===== config.mk =====
export PLATFORM = sky130hd
export DESIGN_NAME = i2s_sample_tx
export DESIGN_NICKNAME = d
export VERILOG_FILES = /design/src/rtl/i2s_sample_tx.sv
export SDC_FILE = /design/constraint.sdc
export NUM_CORES = 1
export LEC_CHECK = 0
export ABC_AREA = 0
export CORE_UTILIZATION = 25
export CTS_CLUSTER_SIZE = 14
export DETAILED_ROUTE_END_ITERATION = 8
export SYNTH_ARGS = -nofsm -noshare
export SYNTH_HDL_FRONTEND = slang
export SYNTH_SLANG_ARGS = --single-unit

===== constraint.sdc =====
create_clock -name clk -period 4.34 [get_ports clk]
set_input_delay 0.434 -clock clk [delete_from_list [all_inputs] [get_ports clk]]
set_output_delay 0.434 -clock clk [all_outputs]
set_load 0.01 [all_outputs]

===== src/rtl/i2s_sample_tx.sv =====
`default_nettype none
// ============================================================================
// Module   : i2s_sample_tx
// Purpose  : Buffers mono fixed-point samples in a small FIFO and serialises
//            each one on both slots of a Philips-I2S frame (BCLK/LRCLK/SDATA).
// Revision : 1.0 - initial release
// ============================================================================
module i2s_sample_tx #(
  parameter int FXP_SIZE   = 16,
  parameter int I2S_WORD   = 24,
  parameter int BCLK_DIV   = 4,
  parameter int FIFO_DEPTH = 4
) (
  input  logic                clk,
  input  logic                rst,
  input  logic [FXP_SIZE-1:0] i_sample,
  input  logic                i_valid,
  output logic                o_ready,
  output logic                o_bclk,
  output logic                o_lrclk,
  output logic                o_sdata,
  output logic                o_underflow
);

  localparam int c_div_w  = (BCLK_DIV > 1) ? $clog2(BCLK_DIV) : 1;
  localparam int c_slots  = 2 * I2S_WORD;
  localparam int c_slot_w = $clog2(c_slots);
  localparam int c_ptr_w  = $clog2(FIFO_DEPTH);
  localparam int c_cnt_w  = c_ptr_w + 1;
  localparam int c_pad    = I2S_WORD - FXP_SIZE;

  localparam logic [c_div_w-1:0]  c_div_last   = c_div_w'(BCLK_DIV - 1);
  localparam logic [c_slot_w-1:0] c_slot_last  = c_slot_w'(c_slots - 1);
  localparam logic [c_slot_w-1:0] c_slot_lmsb  = c_slot_w'(1);
  localparam logic [c_slot_w-1:0] c_slot_right = c_slot_w'(I2S_WORD);
  localparam logic [c_slot_w-1:0] c_slot_rmsb  = c_slot_w'(I2S_WORD + 1);
  localparam logic [c_cnt_w-1:0]  c_full       = c_cnt_w'(FIFO_DEPTH);

  logic [c_div_w-1:0]  div_q, div_d;
  logic                bclk_q, bclk_d;
  logic [c_slot_w-1:0] slot_q, slot_d;
  logic                lrclk_q, lrclk_d;
  logic                sdata_q, sdata_d;
  logic                underflow_q, underflow_d;
  logic [FXP_SIZE-1:0] frame_q, frame_d;
  logic [I2S_WORD-1:0] shift_q, shift_d;
  logic [c_ptr_w-1:0]  wr_ptr_q, wr_ptr_d;
  logic [c_ptr_w-1:0]  rd_ptr_q, rd_ptr_d;
  logic [c_cnt_w-1:0]  count_q, count_d;
  logic                ready_q, ready_d;
  logic [FXP_SIZE-1:0] mem_q [FIFO_DEPTH];

  logic push;
  logic pop;
  logic div_wrap;

  assign push = i_valid & ready_q;

  // Bit clock, slot sequencing and serialiser
  always_comb begin
    div_d       = div_q;
    bclk_d      = bclk_q;
    slot_d      = slot_q;
    lrclk_d     = lrclk_q;
    sdata_d     = sdata_q;
    underflow_d = 1'b0;
    frame_d     = frame_q;
    shift_d     = shift_q;
    pop         = 1'b0;

    div_wrap = (div_q == c_div_last);
    div_d    = div_wrap ? '0 : div_q + c_div_w'(1);
    if (div_wrap) begin
      bclk_d = ~bclk_q;
    end

    // Serial outputs move only on the BCLK falling event
    if (div_wrap && bclk_q) begin
      slot_d  = (slot_q == c_slot_last) ? '0 : slot_q + c_slot_w'(1);
      lrclk_d = (slot_d >= c_slot_right);
      if (slot_d == c_slot_lmsb) begin
        if (count_q != '0) begin
          pop     = 1'b1;
          frame_d = mem_q[rd_ptr_q];
        end else begin
          underflow_d = 1'b1;
        end
        shift_d = I2S_WORD'(frame_d) << c_pad;
      end else if (slot_d == c_slot_rmsb) begin
        shift_d = I2S_WORD'(frame_q) << c_pad;
      end else begin
        shift_d = shift_q << 1;
      end
      sdata_d = shift_d[I2S_WORD-1];
    end
  end

  // FIFO bookkeeping; a pop only ever sees entries stored before this edge
  always_comb begin
    wr_ptr_d = push ? wr_ptr_q + c_ptr_w'(1) : wr_ptr_q;
    rd_ptr_d = pop  ? rd_ptr_q + c_ptr_w'(1) : rd_ptr_q;
    count_d  = count_q;
    case ({push, pop})
      2'b10:   count_d = count_q + c_cnt_w'(1);
      2'b01:   count_d = count_q - c_cnt_w'(1);
      default: count_d = count_q;
    endcase
    ready_d = (count_d != c_full);
  end

  always_ff @(posedge clk or negedge rst) begin
    if (!rst) begin
      div_q       <= '0;
      bclk_q      <= 1'b0;
      slot_q      <= '0;
      lrclk_q     <= 1'b0;
      sdata_q     <= 1'b0;
      underflow_q <= 1'b0;
      frame_q     <= '0;
      shift_q     <= '0;
      wr_ptr_q    <= '0;
      rd_ptr_q    <= '0;
      count_q     <= '0;
      ready_q     <= 1'b1;
    end else begin
      div_q       <= div_d;
      bclk_q      <= bclk_d;
      slot_q      <= slot_d;
      lrclk_q     <= lrclk_d;
      sdata_q     <= sdata_d;
      underflow_q <= underflow_d;
      frame_q     <= frame_d;
      shift_q     <= shift_d;
      wr_ptr_q    <= wr_ptr_d;
      rd_ptr_q    <= rd_ptr_d;
      count_q     <= count_d;
      ready_q     <= ready_d;
    end
  end

  always_ff @(posedge clk) begin
    if (push) begin
      mem_q[wr_ptr_q] <= i_sample;
    end
  end

  assign o_ready     = ready_q;
  assign o_bclk      = bclk_q;
  assign o_lrclk     = lrclk_q;
  assign o_sdata     = sdata_q;
  assign o_underflow = underflow_q;

endmodule
`default_nettype wire

==> summary.md, run 1 <==
| Metric | Value |
|---|---|
| Critical path's largest stage delay | approximately 0.48 ns |
| CP max stage cell | dfrtp_1 |
| Yosys cell types | 45 |
| Layout cells sized above 1 | 0.132 |
| Relative slew slack | 0.261 |
| Initial core utilization | 0.256 |
| Core ar. | approximately 19,000 sq um |
| Num CTS Buffers | 17 |
| Post-Synthesis Net Count | a little over 400 |
| Largest net degree at the start of global routing | 52 |
| First-pass GRT wire length | approximately 16,000 um |
| Max_cap viols | 0 |
| Hold-fix buffers, CTS | 0 |
| HP Class | in2async |
| DR pass1 iterations | 4 |
| Max-slew violation count | 0 |
| Port Buffer Count | 23 |
| Final setup fails | 0 |
| RSZ-0062 raised after global routing | no |
| Crit path max fanout | 17 |
| Global route total overflow | 0 |
| IO Pins | 24 |
| Reg-to-Reg Start | slot_q[0]$_DFFE_PN0P_ |
| Fill cell count | about 2.0k |
| NumNets Final | about 430 |
| Row cnt | 51 |
| Mapped Avg Cell Area | between 10 and 15 sq um |
| Synthesis warning total | 0 |
| Worst VDD drop | 270 uV |
| Seq/Total Area, Yosys | 0.643 |
| Largest family of logic cells by synthesized area | compound AO/OA/AOI/OAI gates |
| Post-route DRC violation count | 0 |
| R2r worst-path depth | 13 |
| DIE WIDTH | 143 um |
| Final hold vios | 0 |
| Detailed-route via count | 3,044 |
| R2R Setup Slk | around 1.1 ns |
| R2r endpoint | o_ready$_DFF_PN1_ |
| Simple-Gate Fraction of Synth Area | 0.0747 |
| Metal3 WL | 396 um |
| Clk_lat worst skew | 0.40 ns |
| Endpoint class of the critical path | flip-flop |
| Upper clock frequency limit | 313 MHz |
| Post-synth ARST share | 0.443 |
| Total chip power | ~0.0032 W |
| Final wirelength | approximately 9600 um |
| CTS root buffer | clkbuf_16 |
| Max clock buf depth | 2 |
| WP data required | 4.66 ns |
| Initial antenna violation count | 0 |
| Vias in the first global route | 3,216 |
| Multi-input gate area | 1610 sq um |
| Final Wtd Congestion | 0.804 |
| Synth Flop Type | edfxtp_1 |
| Reg clk slew, reported paths | about 0.050 ns |
| Area Overhead vs Synth | 20.2% |
| Metal2 WL | slightly below 5000 um |
| Min cycle time layout | between 3 and 4 ns |
| Final worst path period share | 0.737 |
| Outcome | finished clean |
| Arrival @ worst endpoint | about 3.5 ns |
| Vias per inst | about 4.5 |
| Power density cells | between 500 and 600 nW/um^2 |
| Post-synthesis mux area share | 0.0752 |
| CP Class | reg2reg |
| #FFs+latches synth | about 120 |
| Total GRT Usage | 0.105 |
| Die Footprint | approximately 20,000 sq um |
| H-tree depth | 4 |
| Post-DR wirelength/cell | approximately 14 um |
| Violation count after the first detailed-route iteration | 220 |
| CTS Sinks | roughly 120 |
| Slew at the pin closest to its max-slew limit | between 1 and 1.5 ns |
| Setup_tns | 0 ns |
| Height of the die | roughly 140 um |
| Hpwl dp | between 5000 and 6000 um |
| CP Launch Type | flip-flop |
| Leak pwr | around 2.2 nW |
| Synth Area in Adders | 0.0242 |
| CTS tree | built |
| N_diodes | 0 |
| Post_cts resized | 0 |
| EDFF count, synth | 64 |
| Xor and xnor area share after synthesis | 0.0141 |
| Synth Cell Area | 4970 sq um |
| Worst Skew | ~0.0081 ns |
| Synthesized instance count | ~380 |
| Uppermost layer routed | met4 |
| Setup Buffers After CTS | 0 |
| Met1 wire length | about 4200 um |
| Post-DRT Antenna Nets | 0 |
| Crit-path cells | ha_1 -> and2_1 -> a21o_1 -> o211ai_2 -> or2_1 -> inv_1 -> ha_1 -> inv_1 -> fa_1 -> xor2_1 -> nor2_1 -> xor2_1 -> nand2_1 |
| Register area | 3200 sq um |
| Synth Area in Compound Gates | 0.136 |
worst max path at each step:
stage          depth (start not counted)           endpoint                   from  slack, ns
3_5_place_dp                          13  o_ready$_DFF_PN1_  slot_q[0]$_DFFE_PN0P_       1.18
3_3_place_gp                          13  o_ready$_DFF_PN1_  slot_q[0]$_DFFE_PN0P_       1.30
5_1_grt                               13  o_ready$_DFF_PN1_  slot_q[0]$_DFFE_PN0P_       0.89
2_1_floorplan                         14  o_ready$_DFF_PN1_  slot_q[1]$_DFFE_PN0P_       1.57
6_report                              13  o_ready$_DFF_PN1_  slot_q[0]$_DFFE_PN0P_       1.14
4_1_cts                               13  o_ready$_DFF_PN1_  slot_q[0]$_DFFE_PN0P_       1.13
layout make-up:
cell class | instances | area share
Sequential cell | 115 | 0.535
Clock buffer | 23 | 0.0766
Timing Repair Buffer | 27 | 0.0427
Inverter | 11 | 0.00691
Multi-Input combinational cell | 231 | 0.270
Clock inverter | 9 | 0.0138
Tap cell | 265 | 0.0555
critical path: cells and delay by family (launching register included):
kind            cells  cell delay, ns
buf+inv             2            0.24
xor+xnor            2            0.36
simple gates        4            0.86
flops               1            0.48
compound gates      2            0.26
fa+ha+maj           3            0.92
sequential cells by signal (all words and copies together) (netlist names):
name and cells:
o_ready 1, o_lrclk 1, rd_ptr_q 2, shift_q 15, mem_q 64, count_q 3
div_q 2, o_underflow 1, wr_ptr_q 2, o_sdata 1, frame_q 16, o_bclk 1
slot_q 6
report_power, final:
group	switching, W	total [W]	leakage [nW]	internal, W
Sequential	0.000128	0.00153	1.21	0.00140
Combinational	0.000260	0.000446	0.714	0.000186
Clock	0.000458	0.00126	0.261	0.000798
Total	0.000846	0.00323	2.19	0.00239
Yosys cell counts, types with 3 or more instances:
| cell | n | share of area |
|---|---|---|
| a221o_1 | 16 | 0.032 |
| ha_1 | 8 | 0.020 |
| inv_1 | 11 | 0.0083 |
| clkbuf_1 | 19 | 0.014 |
| nor3_1 | 4 | 0.0040 |
| o21ai_0 | 35 | 0.035 |
| nand3_1 | 3 | 0.0030 |
| a21o_1 | 3 | 0.0045 |
| edfxtp_1 | 64 | 0.39 |
| dfrtp_1 | 50 | 0.25 |
| nor2_1 | 25 | 0.019 |
| nand2_1 | 28 | 0.021 |
| o31ai_1 | 15 | 0.023 |
| buf_2 | 4 | 0.0040 |
| xor2_1 | 4 | 0.0070 |
| mux2_2 | 17 | 0.038 |
| and3_1 | 6 | 0.0075 |
| mux2i_1 | 16 | 0.032 |
| xnor2_1 | 4 | 0.0070 |
| a21oi_1 | 21 | 0.021 |
through the flow:
step	utilization	instances	setup slack [ns]	hold slack, ns	instance area, sq um
floorplan	-	383	1.57	0.138	4970
global placement	0.279	649	1.30	0.414	5440
detailed placement	0.279	649	1.18	0.426	5440
CTS	0.307	681	1.13	0.163	5980
global route	0.307	681	0.886	0.195	5980
finish	0.307	681	1.14	0.144	5980
layout by cell type (no fill, tap or decap), types with 2 or more instances in the layout:
cell type,count
inv_1,11
nand3_1,3
clkbuf_1,5
o21ai_1,2
clkbuf_16,17
o21ai_0,35
clkdlybuf4s50_1,22
a21oi_1,21
xor2_1,4
nor3_1,4
mux2_2,17
nand3b_1,2
edfxtp_1,64
clkinvlp_4,2
and2_1,2
nand4b_1,2
a221o_1,16
ha_1,8
and3_1,6
nor2_1,25
nand2_1,28
clkinv_4,2
o31ai_1,15
a21o_1,3
buf_4,4
clkinv_2,4
dfrtp_1,50
mux2i_1,16
xnor2_1,4
cell families after synthesis:
family | Yosys count
compound gates | 100
xor+xnor | 8
fa+ha+maj | 9
buf+inv | 37
flops | 115
mux | 34
simple gates | 80
layer usage:
| metal | up-vias | track usage |
|---|---|---|
| met2 | 58 | 0.176 |
| met4 | 0 | 0.0430 |
| li1 | 1459 | - |
| met3 | 4 | 0.0335 |
| met5 | - | 0 |
| met1 | 1523 | 0.124 |
Power figures use the tool's default switching activity.
==> run 2, diff against run 1 <==
==> constraint.sdc (replaced) <==
create_clock -name clk -period 2.7 [get_ports clk]
set_input_delay 0.27 -clock clk [delete_from_list [all_inputs] [get_ports clk]]
set_output_delay 0.27 -clock clk [all_outputs]
set_load 0.01 [all_outputs]
==> summary.md, run 2 (synthesis results as in run 1) <==
| Metric | Value |
|---|---|
| Outcome | finished clean |
| Max reg flops | 64 (unchanged) |
| Critical path's largest stage delay | 0.45 ns (-0.03 ns) |
| Leak pwr | 2.31 nW (+5.6%) |
| IO Pins | 24 (unchanged) |
| Clk_lat worst skew | 0.41 ns (about the same) |
| Area Overhead vs Synth | 25.5% |
| NumNets Final | 445 (+3.2%) |
| Global route total overflow | 0 (unchanged) |
| Layout cells sized above 1 | 0.191 (+0.0585) |
| Max clock buf depth | 2 (unchanged) |
| Setup_tns | 0 ns (unchanged) |
| Die Footprint | 20,500 sq um (unchanged) |
| Final hold vios | 0 (unchanged) |
| Min cycle time layout | 2.56 ns (-0.635 ns) |
| Design Area, Final | 6240 sq um (+4.4%) |
| Detailed-route via count | 3,163 (+3.9%) |
| Final Non-Filler Cells | 695 (+2.1%) |
| Commonest non-fill, non-tap cells in the layout | edfxtp_1 (64), dfrtp_1 (47), o21ai_0 (35) |
| Crit path max fanout | 5 (-12) |
| Commonest non-fill, non-tap cell in the layout | edfxtp_1 |
| Initial core utilization | 0.256 (unchanged) |
| DR pass1 iterations | 4 (unchanged) |
| Post-DRT Antenna Nets | 0 (unchanged) |
| Largest net degree at the start of global routing | 35 (-33%) |
| Initial antenna violation count | 0 (unchanged) |
| Post-route DRC violation count | 0 (unchanged) |
| Arrival @ worst endpoint | 2.89 ns (-0.63 ns) |
| N_diodes | 0 (unchanged) |
| Vias in the first global route | 3,230 (+0.44%) |
| Upper clock frequency limit | 390 MHz (+25%) |
| DIE WIDTH | 143 um (unchanged) |
| Total GRT Usage | 0.108 (+0.00344) |
| Fill cell count | 1,913 (-2.1%) |
| Power density cells | 913 nW/um^2 (+69%) |
| Final Wtd Congestion | 0.730 (-9.1%) |
| Placed Cells | 660 (+1.7%) |
| Max_cap viols | 0 (unchanged) |
| Worst VDD drop | 567 uV (+110%) |
| Num CTS Buffers | 17 (unchanged) |
| Endpoint class of the critical path | flip-flop |
| RSZ-0062 raised after global routing | yes |
| Registers with the most flip-flops | mem_q (64), frame_q (16), shift_q (15) |
| CTS Sinks | 115 (unchanged) |
| Final wirelength | 9930 um (+3.9%) |
| Row cnt | 51 (unchanged) |
| Crit path buffers/inverters | 3 (+1) |
| H-tree depth | 4 (unchanged) |
| Port Buffer Count | 23 (unchanged) |
| Vias per inst | 4.55 (+1.8%) |
| Final worst path period share | 0.949 (+0.212) |
| Violation count after the first detailed-route iteration | 259 (+18%) |
| CTS root buffer | clkbuf_16 |
| First-pass GRT wire length | 16,600 um (+2.8%) |
| Hpwl dp | 6080 um (+2.3%) |
| Final setup fails | 0 (unchanged) |
| Reg clk slew, reported paths | 0.06 ns (about the same) |
| Relative slew slack | 0.513 (+0.251) |
| HP Class | in2async |
| CTS tree | built |
| WP data required | 3.03 ns (-1.63 ns) |
| Post-DR wirelength/cell | 14.3 um (+1.8%) |
| CP top delay family | simple AND/OR/NAND/NOR gates |
| Largest Register | mem_q |
| Slew at the pin closest to its max-slew limit | 0.731 ns (-0.377 ns) |
| Core ar. | 19,500 sq um (unchanged) |
| Worst Skew | 0.00900 ns (+0.000923 ns) |
| Height of the die | 143 um (unchanged) |
| CP Launch Type | flip-flop |
| CP max stage cell | dfrtp_2 |
| Crit-path cells | buf_6 -> a311oi_2 -> a31o_2 -> o211ai_2 -> or2_1 -> inv_2 -> ha_4 -> inv_2 -> fa_2 -> xor2_1 -> nor2_1 -> xor2_1 -> nand2_1 |
| Cell Area, Placed | 5530 sq um (+1.7%) |
| Max-slew violation count | 0 (unchanged) |
| CP Class | reg2reg |
-- run 2: cell count changes in the layout (fill, tap and decap cells not counted), moves of 3 or more --
cell,previous run,this run
dfrtp_2,0,3
bufinv_16,1,5
inv_6,0,4
clkbuf_1,5,0
clkinv_2,4,1
dfrtp_1,50,47
buf_4,4,16
-- run 2: worst paths after layout --
check / to / slack [ns] / cells past startpoint / start
worst min-delay path: o_underflow$_DFF_PN0_ / 0.38 / 2 / rst
min in group clk: div_q[0]$_DFF_PN0_ / 0.42 / 1 / div_q[0]$_DFF_PN0_
worst min register to register: div_q[0]$_DFF_PN0_ / 0.42 / 1 / div_q[0]$_DFF_PN0_
max in group asynchronous: frame_q[2]$_DFFE_PN0P_ / 1.54 / 3 / rst
worst max register to register: o_ready$_DFF_PN1_ / 0.14 / 13 / slot_q[0]$_DFFE_PN0P_
worst max-delay path: o_ready$_DFF_PN1_ / 0.14 / 13 / slot_q[0]$_DFFE_PN0P_
-- run 2: metrics by stage --
| step | worst slack [ns] | total power [W] | hold slack, ns | utilization |
|---|---|---|---|---|
| floorplan | 0.00553 | 0.00293 | -0.0256 | - |
| global placement | 0.0909 | 0.00320 | 0.274 | 0.284 |
| detailed placement | -0.0102 | 0.00326 | 0.288 | 0.284 |
| CTS | 0.00195 | 0.00577 | 0.386 | 0.319 |
| global route | -0.0793 | 0.00600 | 0.427 | 0.321 |
| finish | 0.138 | 0.00570 | 0.377 | 0.321 |
-- run 2: power by group --
group,internal [W],switching [W]
logic,0.000333,0.000490
registers,0.00225,0.000149
clock network,0.00165,0.000835
total,0.00423,0.00147
-- run 2: area by class of cell --
| type | instances | area (sq um) | area share |
|---|---|---|---|
| multi-input cells | 231 | 1650 | 0.264 |
| clock buffers | 17 | 425 | 0.0681 |
| inverters | 11 | 41.3 | 0.00661 |
| clock inverters | 15 | 228 | 0.0365 |
| repair buffers | 41 | 367 | 0.0587 |
| flip-flops and latches | 115 | 3200 | 0.513 |
| well taps | 265 | 332 | 0.0531 |
-- run 2: repair_timing --
action                                 in CTS  in global routing
buffers inserted                            0                  2
setup endpoints to repair                   1                  2
pin swaps                                   1                  4
endpoints found under the hold margin      20                  0
hold buffers                                1                  0
gates resized for setup                     2                  9
-- run 2: metal layers --
layer | vias up | routed length [um] | track usage
met3 | 17 | 369 | 0.0339
met1 | 1592 | 4360 | 0.126
met5 | - | 0 | 0
li1 | 1490 | - | -
met2 | 64 | 5040 | 0.182
met4 | 0 | 167 | 0.0509
==> run 3, diff against run 2 <==
--- a/config.mk
+++ b/config.mk
@@ -9,6 +9,7 @@
 export CORE_UTILIZATION = 25
 export CTS_CLUSTER_SIZE = 14
 export DETAILED_ROUTE_END_ITERATION = 8
+export RECOVER_POWER = 50
 export SYNTH_ARGS = -nofsm -noshare
 export SYNTH_HDL_FRONTEND = slang
 export SYNTH_SLANG_ARGS = --single-unit
==> summary.md, run 3 (synthesis results as in run 1) <==
| Metric | Value |
|---|---|
| Metal2 WL | 5030 um (-0.26%) |
| CP Launch Type | flip-flop |
| WP data required | 3.03 ns (about the same) |
| Min cycle time layout | 2.56 ns (+0.000771 ns) |
| Layout cells sized above 1 | 0.188 (-0.00233) |
| CP Class | reg2reg |
| Port Buffer Count | 23 (unchanged) |
| Vias per inst | 4.54 (-0.19%) |
| Initial antenna violation count | 0 (unchanged) |
| Final setup fails | 0 (unchanged) |
| DIE WIDTH | 143 um (unchanged) |
| Commonest non-fill, non-tap cells in the layout | edfxtp_1 (64), dfrtp_1 (47), o21ai_0 (35) |
| Registers with the most flip-flops | mem_q (64), frame_q (16), shift_q (15) |
| Met1 wire length | 4330 um (-0.57%) |
| Post-DR wirelength/cell | 14.2 um (-0.38%) |
| Slew at the pin closest to its max-slew limit | 1.22 ns (+0.485 ns) |
| IO Pins | 24 (unchanged) |
| Total chip power | 0.00569 W (-0.20%) |
| Upper clock frequency limit | 390 MHz (about the same) |
| Setup_tns | 0 ns (unchanged) |
| Global route total overflow | 0 (unchanged) |
| Power density cells | 912 nW/um^2 (-0.14%) |
| Max reg flops | 64 (unchanged) |
| Initial core utilization | 0.256 (unchanged) |
| Max-slew violation count | 0 (unchanged) |
| Leak pwr | 2.31 nW (about the same) |
| Worst Skew | 0.00827 ns (-0.000726 ns) |
| Clk_lat worst skew | 0.41 ns (about the same) |
| Fill cell count | 1,911 (-0.10%) |
| Die Footprint | 20,500 sq um (unchanged) |
| Worst VDD drop | 564 uV (-0.52%) |
| Row cnt | 51 (unchanged) |
| DR pass1 iterations | 4 (unchanged) |
| Uppermost layer routed | met4 |
| Commonest non-fill, non-tap cell in the layout | edfxtp_1 |
| CTS tree | built |
| Violation count after the first detailed-route iteration | 244 (-5.8%) |
| Final wirelength | 9890 um (-0.38%) |
| Max_cap viols | 0 (unchanged) |
| Total GRT Usage | 0.108 (unchanged) |
| Metal3 WL | 368 um (-0.27%) |
| Area Overhead vs Synth | 25.5% (about the same) |
| Hpwl dp | 6080 um (unchanged) |
| Largest Register | mem_q |
| R2R Setup Slk | 0.14 ns (about the same) |
| Final Wtd Congestion | 0.730 (unchanged) |
| CTS Sinks | 115 (unchanged) |
| H-tree depth | 4 (unchanged) |
| First-pass GRT wire length | 16,600 um (unchanged) |
| Post-DRT Antenna Nets | 0 (unchanged) |
| Arrival @ worst endpoint | 2.89 ns (about the same) |
| Relative slew slack | 0.190 (-0.323) |
| Final hold vios | 0 (unchanged) |
| Max clock buf depth | 2 (unchanged) |
| Core ar. | 19,500 sq um (unchanged) |
| Num CTS Buffers | 17 (unchanged) |
| Post-route DRC violation count | 0 (unchanged) |
| Detailed-route via count | 3,157 (-0.19%) |
| Final worst path period share | 0.949 (about the same) |
| Largest net degree at the start of global routing | 35 (unchanged) |
| Reg clk slew, reported paths | 0.06 ns (about the same) |
| RSZ-0062 raised after global routing | yes |
| Vias in the first global route | 3,230 (unchanged) |
| Crit path max fanout | 5 (unchanged) |
| HP Class | reg2reg |
| NumNets Final | 445 (unchanged) |
| CTS root buffer | clkbuf_16 |
| Outcome | finished clean |
| N_diodes | 0 (unchanged) |
| Height of the die | 143 um (unchanged) |
| Endpoint class of the critical path | flip-flop |
-- run 3: cell type report --
cell class,instances,area (sq um),share of cell area
Tap cell,265,332,0.0531
Multi-Input combinational cell,231,1650,0.264
Sequential cell,115,3200,0.513
Inverter,11,41.3,0.00662
Clock buffer,17,425,0.0682
Timing Repair Buffer,41,363,0.0582
Clock inverter,15,228,0.0365
-- run 3: layer usage --
metal	vias up	GRT usage
li1	1490	-
met1	1586	0.126
met2	64	0.182
met3	17	0.0339
met4	0	0.0509
met5	-	0
-- run 3: repair_timing --
item                       in CTS  in global routing
pin swaps                       1                  4
setup buffers                   0                  2
hold endpoints to repair       20                  0
gates resized for setup         2                  9
setup endpoints to repair       1                  2
hold buffers                    1                  0
-- run 3: metrics by stage --
stage | utilization | cells | worst slack [ns] | hold WS [ns] | instance area [sq um]
floorplan | - | 383 | 0.00553 | -0.0256 | 4990
global placement | 0.284 | 660 | 0.0909 | 0.274 | 5530
detailed placement | 0.284 | 660 | -0.0102 | 0.288 | 5530
CTS | 0.319 | 693 | 0.00195 | 0.386 | 6200
global route | 0.321 | 695 | -0.0793 | 0.450 | 6240
finish | 0.321 | 695 | 0.137 | 0.423 | 6240
-- run 3: critical path, stage by stage, from the launching register on --
cell,delay [ns]
dfrtp_2,0.45
buf_6,0.14
a311oi_2,0.23
a31o_2,0.16
o211ai_2,0.08
or2_1,0.26
inv_2,0.09
ha_4,0.14
inv_2,0.03
fa_2,0.32
xor2_1,0.15
nor2_1,0.13
xor2_1,0.21
nand2_1,0.09
-- run 3: path summary, 6_finish.rpt --
check,start,endpoint,cells past startpoint
max,slot_q[0]$_DFFE_PN0P_,o_ready$_DFF_PN1_,13
min,div_q[0]$_DFF_PN0_,div_q[0]$_DFF_PN0_,1
max reg2reg,slot_q[0]$_DFFE_PN0P_,o_ready$_DFF_PN1_,13
min reg2reg,div_q[0]$_DFF_PN0_,div_q[0]$_DFF_PN0_,1
max in group asynchronous,rst,frame_q[2]$_DFFE_PN0P_,3
min in group asynchronous,rst,slot_q[3]$_DFFE_PN0P_,2
-- run 3: power by group --
part	total [W]	internal, W	switching [W]
logic	0.000816	0.000328	0.000488
clock network	0.00248	0.00165	0.000832
registers	0.00240	0.00225	0.000148
total	0.00569	0.00422	0.00147
